<file path="src/rtl/rs_enc_arbiter.sv">
// rs_enc_arbiter: round-robin arbiter that grants one RS encoder to one channel per K_BYTES message.
// Optional statistics counters are enabled by defining RS_ARB_STATS_EN.
module rs_enc_arbiter #(
  parameter int N_CH = 4,
  parameter int K_BYTES = 229,
  parameter int CH_W = (N_CH > 1) ? $clog2(N_CH) : 1
) (
  input  logic              core_clk,
  input  logic              rst_n,
  input  logic [N_CH-1:0]   ch_en,
  input  logic [N_CH*8-1:0] s_tdata,
  input  logic [N_CH-1:0]   s_tvalid,
  output logic [N_CH-1:0]   s_tready,
  output logic [7:0]        m_tdata,
  output logic              m_tvalid,
  input  logic              m_tready,
  output logic              m_tlast,
  output logic [CH_W-1:0]   m_tuser,
  output logic              busy,
  output logic [CH_W-1:0]   cur_ch
`ifdef RS_ARB_STATS_EN
  ,
  output logic [N_CH*16-1:0] blk_cnt,
  output logic [31:0]        stall_cnt
`endif
);
  localparam int BW = (K_BYTES > 1) ? $clog2(K_BYTES) : 1;
  localparam logic [BW-1:0] LAST = BW'(K_BYTES - 1);
  localparam logic [CH_W-1:0] MAX_CH = CH_W'(N_CH - 1);
  typedef enum logic {IDLE, XFER} state_t;
  state_t state, state_nx;
  logic [BW-1:0] byte_cnt;
  logic [CH_W-1:0] rr_ptr, gnt;
  logic [N_CH-1:0] req;
  logic xfer, hs, done;
  int j;
  assign req = ch_en & s_tvalid;
  assign xfer = state == XFER;
  assign hs = m_tvalid & m_tready;
  assign done = hs & (byte_cnt == LAST);
  // round-robin pick: scan from the farthest offset down so the nearest request at/after rr_ptr wins
  always_comb begin
    gnt = '0;
    j = 0;
    for (int i = N_CH - 1; i >= 0; i--) begin
      j = int'(rr_ptr) + i;
      if (j >= N_CH) j = j - N_CH;
      if (req[CH_W'(j)]) gnt = CH_W'(j);
    end
  end
  // state register
  always_ff @(posedge core_clk) state <= !rst_n ? IDLE : state_nx;
  // next state: grant on any request, release only after the last byte's handshake
  always_comb state_nx = xfer ? (done ? IDLE : XFER) : (|req ? XFER : IDLE);
  // outputs: granted channel routed straight to the encoder, everything quiet while idle
  always_comb begin
    m_tdata = xfer ? s_tdata[{cur_ch, 3'b000} +: 8] : '0;
    m_tvalid = xfer & s_tvalid[cur_ch];
    s_tready = xfer ? (N_CH'(m_tready) << cur_ch) : '0;
    m_tlast = xfer & (byte_cnt == LAST);
    m_tuser = xfer ? cur_ch : '0;
    busy = xfer;
  end
  // grant register, round-robin pointer and beat counter
  always_ff @(posedge core_clk) begin
    if (!rst_n) begin
      cur_ch <= '0;
      rr_ptr <= '0;
      byte_cnt <= '0;
    end else begin
      if (!xfer && |req) cur_ch <= gnt;
      if (hs) byte_cnt <= done ? '0 : byte_cnt + 1'b1;
      if (done) rr_ptr <= (cur_ch == MAX_CH) ? '0 : cur_ch + 1'b1;
    end
  end
`ifdef RS_ARB_STATS_EN
  // per-channel completed-message counters (wrapping) and saturating stall counter
  always_ff @(posedge core_clk) begin
    if (!rst_n) begin
      blk_cnt <= '0;
      stall_cnt <= '0;
    end else begin
      if (done) blk_cnt[{cur_ch, 4'b0000} +: 16] <= blk_cnt[{cur_ch, 4'b0000} +: 16] + 16'd1;
      if (xfer && !m_tvalid && stall_cnt != '1) stall_cnt <= stall_cnt + 32'd1;
    end
  end
`endif
endmodule

</file>
<file path="config.mk">
export PLATFORM = sky130hd
export DESIGN_NAME = rs_enc_arbiter
export DESIGN_NICKNAME = d
export VERILOG_FILES = /design/src/rtl/rs_enc_arbiter.sv
export SDC_FILE = /design/constraint.sdc
export NUM_CORES = 1
export LEC_CHECK = 0
export CELL_PAD_IN_SITES_DETAIL_PLACEMENT = 0
export CELL_PAD_IN_SITES_GLOBAL_PLACEMENT = 1
export CORE_MARGIN = 2
export CORE_UTILIZATION = 26
export DETAILED_ROUTE_END_ITERATION = 10
export GPL_ROUTABILITY_DRIVEN = 0
export PLACE_DENSITY_LB_ADDON = 0.1
export SETUP_SLACK_MARGIN = 0.4
export SYNTH_ARGS = -nofsm -noshare
export SYNTH_HDL_FRONTEND = slang
export SYNTH_SLANG_ARGS = --single-unit
</file>
<file path="constraint.sdc">
create_clock -name core_clk -period 2.49 [get_ports core_clk]
set_input_delay 0.249 -clock core_clk [delete_from_list [all_inputs] [get_ports core_clk]]
set_output_delay 0.249 -clock core_clk [all_outputs]
set_load 0.02 [all_outputs]
</file>
## Word level (Yosys, flattened, before mapping)

Index checks and enable logic that the tools add are counted.

- Flip-flop bits (word level): 13
- Input bits: 43
- Output and inout port bits: 19
- Logic and storage cells: 64

- $add $sub $neg: 9
- Order comparisons: 9
- Eq/ne operators: 2
- Shifts and indexed selects: 2
- Mux-type cells: 30
- Bitwise logic cells: 5
- Reductions and logical operators: 3

Operators by type and width:

| operator | count |
|---|---|
| 32-bit by 6-bit variable part select with 8-bit output | 1 |
| 2-bit 2-to-1 mux | 10 |
| 2-bit by 4-bit less-than comparator with 1-bit output, second input constant | 4 |
| 8-bit 2-to-1 mux | 2 |
| 1-bit 2-to-1 mux | 12 |
| 1-bit binary-select mux with 2-bit select | 5 |
| 3-bit >= comparator, second input constant | 3 |
| 8-bit by 1-bit adder with 8-bit output, second input constant | 1 |
| 8-bit equality test, second input constant | 1 |
| 2-bit by 1-bit subtractor with 2-bit output, second input constant | 4 |
| 2-bit by 2-bit adder with 3-bit output, second input constant | 2 |
| 1-bit AND | 4 |
| 4-bit AND | 1 |
| 4-bit 2-to-1 mux | 1 |
| 4-bit OR reduction | 1 |
| 1-bit by 2-bit left shift with 4-bit output | 1 |
| 2-bit by 1-bit adder with 3-bit output, second input constant | 1 |
| 2-bit by 3-bit >= comparator with 1-bit output, second input constant | 1 |
| 2-bit by 3-bit less-than comparator with 1-bit output, second input constant | 1 |
| 2-bit by 1-bit adder with 2-bit output, second input constant | 1 |
| 2-bit equality test, second input constant | 1 |
| 1-bit logical AND | 1 |
| 1-bit logical NOT | 1 |

## Logic depth before layout (Yosys ltp)

Gate-level depths: netlist of run 1.

- Word-level depth: 10
- Gate-level depth with buffers: 7
- Depth with buffers taken out: 6

## Worst setup path before layout of run 1

OpenSTA, ideal clock, no wires.

- Path kind: reg2reg
- Start point: register byte_cnt[0]
- End point: register rr_ptr[0]
- Setup time: 70 ps
- Data arrival time: 1799 ps
- Required time: 2420 ps
- Setup slack: 622 ps
- Stages on the path, launching flop included: 8
- Path buffers: 1
- Period minus slack after synthesis: 1868 ps
- Path through: dfxtp_1 inv_1 ha_1 nand4_1 or4b_1 buf_2 or4_1 a21oi_1

- Longest elaborated chain between the ends: 2

RTL lines:

| what | line | RTL |
|---|---|---|
| start, declared | 32 | `logic [BW-1:0] byte_cnt;` |
| start signal, assigned | 72 | `if (hs) byte_cnt <= done ? '0 : byte_cnt + 1'b1;` |
| 8-bit equality test | 40 | `assign done = hs & (byte_cnt == LAST);` |
| 1-bit AND | 40 |  |
| end signal, assigned | 73 | `if (done) rr_ptr <= (cur_ch == MAX_CH) ? '0 : cur_ch + 1'b1;` |
| end, declared | 33 | `logic [CH_W-1:0] rr_ptr, gnt;` |

Every way passes these cells.
A chain may end at the register's enable or synchronous reset.

## Worst setup path after layout of run 1

- Start point: register byte_cnt[0]
- End point: output port m_tlast

- Longest elaborated chain between the ends: 2

RTL lines:

| what | line | RTL |
|---|---|---|
| 8-bit equality test | 60 | `m_tlast = xfer & (byte_cnt == LAST);` |
| 1-bit AND | 60 |  |
| end, declared | 17 | `output logic m_tlast,` |

Every way passes these cells.

==> flow_metrics.py, run 1 <==
metrics = {
    "sta": {
        "whs_ns": 0.482,
        "timing.fmax_mhz": 499,
        "slew_violations": 0,
        "rsz0062_at_grt": "false",
        "fin_ws_ns": 0.485,
        "tns_ns": 0,
        "finalClockSkew_ns": 0.00249,
        "period_needed_ns": 2.00,
        "slew_headroom_pct": 75.8,
        "finalSetupViolCount": 0,
        "worst_slew_pin_slew_ns": 0.363,
        "hold_violations": 0,
        "min_period_over_period_pct": 80.5,
    },
    "setup_path": {
        "worstSetupStartpointType": "register",
        "critPathKind": "reg2out",
        "arrival_ns": 1.76,
        "path_max_fanout": 2,
        "cp-startpoint": "byte_cnt[0]$_SDFFE_PN0P_",
        "cp.required_ns": 2.24,
        "rrSetupSlack_ns": 0.49,
        "end_kind": "output port",
        "regToRegStartpoint": "byte_cnt[0]$_SDFFE_PN0P_",
        "worstReg2RegEnd": "rr_ptr[0]$_SDFFE_PN0N_",
        "r2r_cells": 7,
    },
    "grt": {
        "antenna_found_initial": 0,
        "met3_usage_pct": 3.00,
        "grt_pass1_wl_mm": 5.50,
        "grt_usage_pct": 16.0,
        "grt_use_met1_pct": 19.3,
        "busiest_layer": "met2",
        "grt_max_degree": 22,
        "grt_pass1_vias": 1153,
        "met2_usage_pct": 28.0,
        "grt_overflow_total": 0,
    },
    "placed_design": {
        "post-dp-hpwl_mm": 2.76,
        "io_buffer_count": 61,
        "postPlaceCellArea_sq_um": 1710,
        "dpl_worst_slack_ns": 0.116,
    },
    "cells_and_area": {
        "final_area_sq_um": 1840,
        "num_antenna_cells": 0,
        "finalNetCount": 237,
        "fillers": 375,
        "multi_input_area_sq_um": 729,
        "areaGrowthSynthToFinish_pct": 76.8,
        "layout-drive-gt1-share_pct": 19.5,
        "seqCellArea_sq_um": 277,
        "final_core_util_pct": 49.2,
    },
    "cts": {
        "cts_buffer_depth": 2,
        "clkLatencyLatePin_ns": 0.24,
        "cts_htree_levels": 1,
        "cts_inserted_buffers": 3,
        "cts_tree": "built",
        "clk_pin_slew_worst_paths_ns": 0.05,
        "clockRootBuffer": "clkbuf_8",
        "clock-sinks": 13,
    },
    "worst_hold_path": {
        "hold_path_startpoint": "byte_cnt[1]$_SDFFE_PN0P_",
        "holdPathEnd": "byte_cnt[1]$_SDFFE_PN0P_",
        "hp-class": "reg2reg",
        "min_path_cells": 2,
    },
    "drt": {
        "wl_per_cell_um": 14.9,
        "routed_wl_mm": 3.54,
        "drt_first_pass_iters": 4,
        "drc": 0,
        "vias": 1204,
        "ant_nets": 0,
        "viasPerCell": 5.06,
        "drt_iter0_drc": 38,
    },
    "pwr": {
        "peakVddDrop_v": 0.000211,
        "power_leakage_nw": 0.701,
        "powerDensity_nw_per_um2": 370,
    },
    "die": {
        "initial_core_util_pct": 27.8,
        "rows": 22,
        "die_x_um": 67.3,
        "ios": 62,
        "core_sq_um": 3740,
        "fp.dieH_um": 67.3,
        "dieArea_sq_um": 4530,
    },
    "yosys": {
        "ys_seq_elements": 13,
        "syn_nets": 166,
        "synth_top_area_share_pct": 25.0,
        "synth.cell_area_sq_um": 1040,
        "ys_warn_count": 0,
        "yosys.area.top_type": "dfxtp_1",
        "synthArstFlopShare_pct": 0,
        "synth_enable_flop_cells": 0,
        "yosysMostFrequentCell": "dfxtp_1",
        "yosys_most_used_dff": "dfxtp_1",
        "seq_area_frac_synth_pct": 25.0,
        "avgSynthCellArea_sq_um": 8.67,
        "synth_cells": 120,
        "yosys-top-cells-area": "dfxtp_1 (25%), mux4_2 (17%), and2_1 (5.4%)",
        "synthTopCellsByCount": "dfxtp_1 (13), a21oi_1 (9), and2_1 (9)",
        "synth.distinct_cells": 39,
    },
    "job": {
        "cap_violations": 0,
    },
    "run_status": {
        "run_status": "finished clean",
    },
}
sequential cells by signal (all words and copies together) (netlist names):
name      cells
cur_ch        2
byte_cnt      8
busy          1
rr_ptr        2
report_power, final:
part           internal (mW)  leakage, nW  switching (mW)
clock                  0.113       0.0228          0.0722
combinational          0.163        0.570           0.106
sequential             0.214        0.109          0.0134
final cells by class:
class,count,area share [%]
clock buffers,4,2.45
inverters,7,1.43
multi-input cells,93,39.6
flip-flops and latches,13,15.0
well taps,48,3.26
repair buffers,73,38.2
critical path, stage by stage, from the launching register on:
cell and delay, ns:
dfxtp_4 0.34, inv_2 0.05, ha_1 0.14, nand4_1 0.11, or4b_4 0.54, nor2_1 0.14, buf_2 0.18
worst max path at each step:
stage | end | slack [ns] | cells after the start
after floorplan | rr_ptr[0]$_SDFFE_PN0N_ | 0.62 | 7
after global placement | m_tdata[4] | 0.19 | 3
after detailed placement | byte_cnt[5]$_SDFFE_PN0P_ | 0.12 | 4
after CTS | m_tdata[4] | 0.41 | 4
after global routing | rr_ptr[0]$_SDFFE_PN0N_ | 0.40 | 7
final | m_tlast | 0.49 | 6
cells in the final DEF (no fill, tap or decap), drive strengths merged, types with 4 or more instances in the layout:
cell type,instances
a21oi,9
and2,9
buf,13
clkbuf,4
clkdlybuf4s50,50
dfxtp,13
dlygate4sd2,9
inv,7
mux4,8
nand2,7
nand3,5
nor2,7
o21ai,9
or4,4
layer usage:
layer  wire (um)  part of all wire, %
met5           0                    0
met4          42                  1.2
met3         288                  8.1
met2        1720                   49
met1        1490                   42
cells by family (layout without fill, tap and decap cells):
logic type / count (synthesis) / count (layout) / synth area share [%]
and+or+nand+nor: 44 / 44 / 23.9
DFF: 13 / 13 / 25.0
AOI/OAI and AO/OA: 35 / 35 / 21.6
adders and majority gates: 3 / 3 / 3.61
muxes: 10 / 10 / 19.2
xor gates and xnor gates: 1 / 1 / 0.841
buffers and inverters: 14 / 84 / 5.77
metrics by stage:
stage	std cells	power, mW
floorplan	120	0.357
global placement	226	0.489
detailed placement	226	0.493
CTS	232	0.677
global route	238	0.724
finish	238	0.682
repair_timing:
item / CTS / global route
endpoints found under the setup margin: 25 / 16
hold buffers: 0 / 0
gates cloned: 0 / 0
pin swaps: 0 / 2
resized for setup: 19 / 9
buffers inserted: 2 / 6
endpoints found under the hold margin: 0 / 0
Power figures use the tool's default switching activity.
==> inputs of run 2 (changes only) <==
==> constraint.sdc (replaced) <==
create_clock -name core_clk -period 2.1 [get_ports core_clk]
set_input_delay 0.21 -clock core_clk [delete_from_list [all_inputs] [get_ports core_clk]]
set_output_delay 0.21 -clock core_clk [all_outputs]
set_load 0.02 [all_outputs]
==> run 2 against run 1 <==
Effect of this change: first-iteration DRC count up 55%; die area did not move; non-clock buffer count is 12 higher; total power up 26%; sequential power is 18% higher; highest routed layer unchanged.
==> flow_metrics.py, run 2 (synthesis results as in run 1) <==
metrics = {
    "grt": {
        "met2_usage_pct": 30.4,
        "grt_pass1_vias": 1211,
        "met3_usage_pct": 2.33,
        "grt_pass1_wl_mm": 5.60,
        "grt_max_degree": 18,
        "busiest_layer": "met2",
        "grt_use_met1_pct": 19.0,
        "grt_usage_pct": 16.3,
        "grt_overflow_total": 0,
        "antenna_found_initial": 0,
    },
    "drt": {
        "vias": 1260,
        "ant_nets": 0,
        "routed_wl_mm": 3.70,
        "drt_first_pass_iters": 4,
        "drt_iter0_drc": 59,
        "wl_per_cell_um": 14.8,
        "drc": 0,
        "viasPerCell": 5.04,
    },
    "sta": {
        "tns_ns": 0,
        "finalClockSkew_ns": 0.00253,
        "whs_ns": 0.493,
        "worst_slew_pin_slew_ns": 0.330,
        "period_needed_ns": 1.92,
        "finalSetupViolCount": 0,
        "timing.fmax_mhz": 521,
        "slew_headroom_pct": 77.7,
        "min_period_over_period_pct": 91.5,
        "slew_violations": 0,
        "rsz0062_at_grt": "true",
        "hold_violations": 0,
    },
    "setup_path": {
        "crit_family": "simple AND/OR/NAND/NOR gates",
        "critPathKind": "reg2out",
        "arrival_ns": 1.71,
        "crit_buf_inv": 3,
        "path_cells": "inv_2 > ha_4 > nand4_1 > or4b_4 > buf_4 > nor2_4 > buf_6",
        "cp.required_ns": 1.89,
        "worstSetupStartpointType": "register",
        "path_max_fanout": 2,
        "end_kind": "output port",
        "slowest_stage": "or4b_4",
        "critPathMaxStageDelay_ns": 0.53,
    },
    "cells_and_area": {
        "num_antenna_cells": 0,
        "reg.largest.list": "byte_cnt (8), cur_ch (2), rr_ptr (2)",
        "areaGrowthSynthToFinish_pct": 92.8,
        "finalNetCount": 249,
        "largest_reg_flops": 8,
        "fillers": 361,
        "layout-drive-gt1-share_pct": 35.6,
        "final_common_cell": "clkdlybuf4s50_1",
        "mostFrequentLayoutCells": "clkdlybuf4s50_1 (44), buf_4 (20), dfxtp_1 (9)",
        "top_register": "byte_cnt",
    },
    "pwr": {
        "p_switching_mw": 0.244,
        "swShare_pct": 28.4,
        "p_clk_share_pct": 25.7,
        "power_leakage_nw": 0.791,
        "powerDensity_nw_per_um2": 428,
        "power_frac_comb_pct": 43.3,
        "peakVddDrop_v": 0.000220,
        "cell_internal_pwr_mw": 0.615,
        "pwr-share-seq_pct": 31.0,
    },
    "run_status": {
        "run_status": "finished clean",
    },
    "die": {
        "dieArea_sq_um": 4530,
        "die_x_um": 67.3,
        "initial_core_util_pct": 27.8,
        "core_sq_um": 3740,
        "ios": 62,
        "rows": 22,
        "fp.dieH_um": 67.3,
    },
    "job": {
        "cap_violations": 0,
    },
    "cts": {
        "cts_inserted_buffers": 3,
        "cts_buffer_depth": 2,
        "clk_pin_slew_worst_paths_ns": 0.05,
        "clock-sinks": 13,
        "cts_htree_levels": 1,
        "ctsHoldBuffers": 0,
        "cts_tree": "built",
        "clkLatencyLatePin_ns": 0.24,
        "clockRootBuffer": "clkbuf_8",
    },
    "worst_hold_path": {
        "hp-class": "reg2reg",
    },
    "placed_design": {
        "io_buffer_count": 61,
        "post-dp-hpwl_mm": 2.72,
    },
}
==> run 2: changes by cell type in the layout (fill, tap and decap cells not counted), sizes merged <==
cell / change
dlygate4sd2: -5
clkdlybuf4s50: -6
clkdlybuf4s15: +1
buf: +21
dlymetal6s2s: +1
==> run 2: layout make-up <==
type / count / area, sq um / share of cell area, %
sequential: 13 / 265 / 13.2
multi-input combinational: 93 / 805 / 40.1
tap: 48 / 60.1 / 2.99
timing repair buffer: 85 / 806 / 40.1
clock buffer: 4 / 45.0 / 2.24
inverter: 7 / 26.3 / 1.31
==> run 2: what timing repair did <==
action	4_1_cts	5_1_grt
pin swaps	4	8
setup buffers	8	2
resized for setup	64	20
endpoints found under the setup margin	26	26
cloned	1	0
==> run 2: power by group through the flow <==
stage               combinational [mW]  sequential [mW]  clock (mW)
global placement                 0.333            0.267           0
finish                           0.372            0.267       0.221
detailed placement               0.337            0.268           0
global route                     0.399            0.268       0.233
floorplan                        0.150            0.275           0
CTS                              0.365            0.266       0.227
==> run 2: metal layers <==
metal,wire [um],part of all wire [%]
met3,261,7.1
met4,42,1.1
met1,1560,42
met2,1840,50
met5,0,0
==> run 2: worst min-delay path, cell delays in order (launching register included) <==
cell	delay, ns
dfxtp_1	0.32
o31ai_1	0.08
a21oi_2	0.05
==> run 2: through the flow <==
stage	area (sq um)	power [mW]	util [%]	std cells	worst slack [ns]
floorplan	1050	0.426	-	120	0.282
finish	2010	0.859	53.6	250	0.179
global placement	1790	0.600	47.8	235	0.0741
CTS	1920	0.858	51.3	248	0.178
global route	2010	0.900	53.6	250	0.121
detailed placement	1790	0.605	47.8	235	0.0583
==> run 2: worst paths after layout <==
path / start / end / slack (ns) / cells after the start
setup / recovery: byte_cnt[0]$_SDFFE_PN0P_ / m_tlast / 0.18 / 7
hold / removal: byte_cnt[7]$_SDFFE_PN0P_ / byte_cnt[7]$_SDFFE_PN0P_ / 0.49 / 2
setup reg to reg: byte_cnt[0]$_SDFFE_PN0P_ / rr_ptr[0]$_SDFFE_PN0N_ / 0.18 / 7
hold reg to reg: byte_cnt[7]$_SDFFE_PN0P_ / byte_cnt[7]$_SDFFE_PN0P_ / 0.49 / 2
